$ cat src/rtl/div_sequencer.sv
// div_sequencer: request front-end for the 4-bit restoring divider.
// It queues divide requests in a small FIFO and issues them one at a time.
// Operands stay stable in the op registers for the whole operation.
// Results land in a response register with valid/ready backpressure.
// Divide-by-zero requests are answered locally and never reach the divider.
module div_sequencer #(
    parameter int DEPTH = 2,
    parameter int TAG_W = 2
) (
    input  logic             clk,
    input  logic             reset,
    input  logic             req_valid,
    output logic             req_ready,
    input  logic [3:0]       req_dividend,
    input  logic [3:0]       req_divisor,
    input  logic [TAG_W-1:0] req_tag,
    output logic             div_go,
    output logic [3:0]       div_dividend,
    output logic [3:0]       div_divisor,
    input  logic [3:0]       div_quotient,
    input  logic [3:0]       div_remainder,
    input  logic             div_result_valid,
    output logic             rsp_valid,
    input  logic             rsp_ready,
    output logic [3:0]       rsp_quotient,
    output logic [3:0]       rsp_remainder,
    output logic [TAG_W-1:0] rsp_tag,
    output logic             rsp_dbz
);

    localparam int AW = $clog2(DEPTH);

    typedef struct packed {
        logic [3:0]       dividend;
        logic [3:0]       divisor;
        logic [TAG_W-1:0] tag;
    } req_t;

    typedef enum logic [1:0] {
        IDLE,
        ISSUE,
        WAIT
    } state_t;

    req_t          mem [DEPTH];
    logic [AW:0]   wr_ptr;
    logic [AW:0]   rd_ptr;
    logic          fifo_empty;
    logic          fifo_full;
    logic          push;
    logic          pop;
    req_t          head;
    req_t          op;
    state_t        state;
    logic          slot_free;

    // The extra pointer bit tells full from empty when the index bits match.
    assign fifo_empty   = (wr_ptr == rd_ptr);
    assign fifo_full    = (wr_ptr[AW] != rd_ptr[AW]) && (wr_ptr[AW-1:0] == rd_ptr[AW-1:0]);
    assign req_ready    = !fifo_full;
    assign push         = req_valid && !fifo_full;
    assign head         = mem[rd_ptr[AW-1:0]];
    assign slot_free    = !rsp_valid || rsp_ready;
    assign div_dividend = op.dividend;
    assign div_divisor  = op.divisor;

    // Pop decision: a nonzero-divisor head always pops; a zero-divisor head needs a free slot.
    always_comb begin
        // NOTE: default every always_comb output first so no path leaves it unassigned and infers a latch.
        pop = 1'b0;
        if (state == IDLE && !fifo_empty) begin
            if (head.divisor != 4'd0) begin
                pop = 1'b1;
            end else if (slot_free) begin
                pop = 1'b1;
            end
        end
    end

    // FIFO storage writes on accepted pushes.
    always_ff @(posedge clk) begin
        // NOTE: storage has no reset; the pointers alone decide which entries are valid.
        if (push) begin
            mem[wr_ptr[AW-1:0]] <= '{dividend: req_dividend, divisor: req_divisor, tag: req_tag};
        end
    end

    // FIFO pointers advance on push and pop and wrap naturally.
    always_ff @(posedge clk) begin
        // NOTE: sequential state uses non-blocking assignment so every register samples pre-edge values.
        if (reset) begin
            wr_ptr <= '0;
            rd_ptr <= '0;
        end else begin
            if (push) wr_ptr <= wr_ptr + 1'b1;
            if (pop)  rd_ptr <= rd_ptr + 1'b1;
        end
    end

    // Issue FSM with registered Go, op registers and response register.
    always_ff @(posedge clk) begin
        if (reset) begin
            state         <= IDLE;
            div_go        <= 1'b0;
            op            <= '0;
            rsp_valid     <= 1'b0;
            rsp_quotient  <= '0;
            rsp_remainder <= '0;
            rsp_tag       <= '0;
            rsp_dbz       <= 1'b0;
        end else begin
            div_go <= 1'b0;
            // A consumed response drops; a load in the same cycle overrides this below.
            if (rsp_ready) rsp_valid <= 1'b0;
            case (state)
                IDLE: begin
                    if (pop) begin
                        if (head.divisor != 4'd0) begin
                            op     <= head;
                            div_go <= 1'b1;
                            state  <= ISSUE;
                        end else begin
                            rsp_valid     <= 1'b1;
                            rsp_quotient  <= 4'hF;
                            rsp_remainder <= head.dividend;
                            rsp_tag       <= head.tag;
                            rsp_dbz       <= 1'b1;
                        end
                    end
                end
                ISSUE: begin
                    state <= WAIT;
                end
                WAIT: begin
                    // ResultValid holds until the next Go, so a stall here loses nothing.
                    if (div_result_valid && slot_free) begin
                        rsp_valid     <= 1'b1;
                        rsp_quotient  <= div_quotient;
                        rsp_remainder <= div_remainder;
                        rsp_tag       <= op.tag;
                        rsp_dbz       <= 1'b0;
                        state         <= IDLE;
                    end
                end
                default: begin
                    state <= IDLE;
                end
            endcase
        end
    end

endmodule

$ cat config.mk
export PLATFORM = sky130hd
export DESIGN_NAME = div_sequencer
export DESIGN_NICKNAME = d
export VERILOG_FILES = /design/src/rtl/div_sequencer.sv
export SDC_FILE = /design/constraint.sdc
export NUM_CORES = 1
export LEC_CHECK = 0
export BUFFER_PORTS_ARGS = -buffer_cell sky130_fd_sc_hd__buf_2
export CAP_MARGIN = 30
export CORE_MARGIN = 1.5
export CORE_UTILIZATION = 48
export CTS_CLUSTER_DIAMETER = 100
export DETAILED_ROUTE_END_ITERATION = 8
export MAX_ROUTING_LAYER = met4
export PLACE_DENSITY = 0.83
export SYNTH_ARGS = -nofsm -noshare
export SYNTH_HDL_FRONTEND = slang
export SYNTH_SLANG_ARGS = --single-unit
$ cat constraint.sdc
create_clock -name clk -period 1.75 [get_ports clk]
set_input_delay 0 -clock clk [delete_from_list [all_inputs] [get_ports clk]]
set_output_delay 0 -clock clk [all_outputs]
set_load 0.02 [all_outputs]
==> results_dict.tcl <==
set metrics [dict create \
    outcome "finished, violations left" \
    violations "setup timing" \
    synth_area_leaders "dfxtp_1, edfxtp_1, mux2_2" \
    yosys.area_share.adder_pct 0 \
    nNetsFinal 276 \
    yosys.area_share.simple_pct 12.6 \
    die_h_microns 70.2 \
    synth_compound_area_share_pct 9.87 \
    arrival_ps 2120 \
    avgRoutedWirePerCell_microns 14.9 \
    synth_cells 191 \
    synth_top_family_by_area "multiplexers" \
    critPathMaxFanout 6 \
    start_kind "flop" \
    hold_class "in -> reg" \
    yosysMostFrequentCell "dfxtp_1" \
    numCtsBuffers 5 \
    drive_gt1_share_pct 35.0 \
    vias 1600 \
    crit_top_cell "nor3_1" \
    design_area_sq_mm 0.00275 \
    final.setup.worst_slack_ps -141 \
    drtPass1Iterations 4 \
    synth_mux_area_share_pct 14.5 \
    grtUsageTotal_pct 18.6 \
    cp-end-kind "flop" \
    critPathSlowestCell "or4b_4" \
    hpwl_mm 2.92 \
    synth-edff-count 20 \
    core_sq_mm 0.00435 \
    syn_to_final_growth_pct 26.8 \
    yosysTopAreaCellShare_pct 27.7 \
    die_x_microns 70.2 \
    multi_input_area_sq_um 872 \
    rows 24 \
    synth_cell_types 31 \
    ios 45 \
    synth_ff_type "dfxtp_1" \
    antenna_found_initial 0 \
    synth_xor_xnor_area_share_pct 2.42 \
    p_per_area_mw_per_mm2 1500 \
    yosys_warnings 0 \
    totalWireLength_mm 4.55 \
    htree_num_levels 2 \
    required_ps 1980 \
    grt_max_degree 42 \
    setup_viol 25 \
    path_cells "or4b_4, o22ai_4, buf_4, buf_6, clkbuf_16, nor3_1, nor3_1" \
    p_leak_nw 1.19 \
    grt_pass1_vias 1522 \
    worst_pin_slew_ps 687 \
    fmax_ghz 0.529 \
    globalRouteOverflowTotal 0 \
    port_buffers 44 \
    cts_tree "done" \
    clockRootBuffer "clkbuf_8" \
    synth_top_area_cell "dfxtp_1" \
    peakVddDrop_mv 0.716 \
    final-hold-violation-count 0 \
    finalCriticalPeriod_ps 1890 \
    fin_crit_sh_pct 108 \
    cap_viol_max_count 0 \
    initial_core_util_pct 49.8 \
    crit_family "simple AND/OR/NAND/NOR gates" \
    slew_viol_final 0 \
    cts.sinks 50 \
    num-fill-cells 339 \
    drc 0 \
    synth_seq_area_share_pct 55.4 \
    path_buf_inv 3 \
    rsz0062_at_grt "true" \
    clk-insertion-delay-late_ps 310 \
    gp_congestion 0.827 \
    grt_pass1_wl_mm 6.93 \
    syn_nets 214 \
    regArea_sq_mm 0.00120 \
    dieArea_sq_mm 0.00493 \
    tns_ps -1660 \
    clkTransAtPathRegs_ps 100 \
    synthArstFlopShare_pct 0 \
    yosys-top-cells-count "dfxtp_1, edfxtp_1, nor2_1" \
    n_antenna_cell 0 \
    drt.antenna.violating_nets 0 \
    synth_seq_cells 50 \
    worstSetupPathType "reg -> reg" \
    critPathMaxStageDelay_ps 550 \
    synth_area_sq_mm 0.00217 \
    drt-initial-drc-count 115 \
    vias_per_cell 5.23 \
    finalClockSkew_ps 8.95 \
    synth_area_per_cell_sq_um 11.3 \
    placed_cell_area_sq_mm 0.00244 \
    clk_path_buf_depth 2 \
    relSlewSlack_pct 54.2 \
]
-- per-layer routing --
layer,part of all wire [%],GRT usage (%),vias up
li1,-,-,794
met1,44,22.3,756
met2,50,30.4,41
met3,4.3,5.34,9
met4,1.4,5.77,0
met5,0,-,-
-- report_power, final --
group	switching [W]	total, W	leakage, nW	internal, W
combinational	0.000979	0.00175	0.711	0.000770
sequential	0.000159	0.00167	0.433	0.00151
clock	0.000415	0.000704	0.0447	0.000289
-- through the flow --
step | worst slack, ps | cells | total power (W) | utilization [%] | hold WS [ps]
after floorplan | -75.7 | 191 | 0.00287 | - | 98.9
after global placement | -39.7 | 281 | 0.00326 | 56.1 | 189
after detailed placement | -85.5 | 281 | 0.00331 | 56.1 | 194
after CTS | -110 | 303 | 0.00404 | 61.7 | 32.1
after global routing | -216 | 306 | 0.00437 | 63.1 | 90.1
final | -141 | 306 | 0.00412 | 63.1 | 40.1
-- worst paths after layout --
kind	start	end	slack [ps]	cells after the start
setup / recovery	mem[1][3]	op[1]	-140	7
setup reg to reg	mem[1][3]	op[1]	-140	7
hold / removal	div_result_valid	state[1]	40	4
hold reg to reg	div_divisor[0]	div_divisor[0]	480	2
-- sequential cells by signal (all words and copies together), names as in the netlist, named ones only --
| name | count |
|---|---|
| op | 2 |
| rd_ptr | 2 |
| rsp_valid | 1 |
| wr_ptr | 2 |
| div_dividend | 4 |
| rsp_dbz | 1 |
| mem | 20 |
| rsp_remainder | 4 |
| rsp_tag | 2 |
| div_go | 1 |
| rsp_quotient | 4 |
| div_divisor | 4 |
| state | 2 |
-- cells by family after synthesis --
logic type,after synthesis
DFF,50
and+or+nand+nor,53
muxes,29
AOI/OAI and AO/OA,32
xor gates and xnor gates,6
buffers and inverters,21
-- cells in the final DEF (no fill, tap or decap), types with 2 or more instances in the layout --
cell type	instances
a21oi_1	14
buf_2	44
buf_4	11
buf_6	2
clkbuf_8	5
dfxtp_1	30
dlygate4sd3_1	14
edfxtp_1	20
inv_1	3
mux2_1	3
mux2_2	14
mux2_4	2
mux2i_1	10
nand2_1	6
nand2b_1	6
nor2_1	15
nor2b_1	8
nor3_1	12
nor3_2	2
o21ai_0	4
o21ai_1	3
o21bai_1	4
xnor2_1	2
xor2_1	4
-- tightest hold or removal path: stages --
cell	delay, ps
buf_2	100
a21oi_1	60
a21oi_1	120
nor2_1	50
-- area by class of cell --
type	count	share of cell area, %
Clock buffer	5	2.50
Clock inverter	3	0.910
Inverter	3	0.410
Multi-Input combinational cell	120	31.7
Sequential cell	50	43.7
Tap cell	52	2.37
Timing Repair Buffer	73	18.4
-- repair_timing --
action	4_1_cts	5_1_grt
cloned	0	1
gates resized for setup	3	5
buffers inserted	0	2
hold buffers	14	0
hold endpoints to repair	24	0
endpoints found under the setup margin	14	23
pin swaps	0	1
Power figures use the tool's default switching activity.
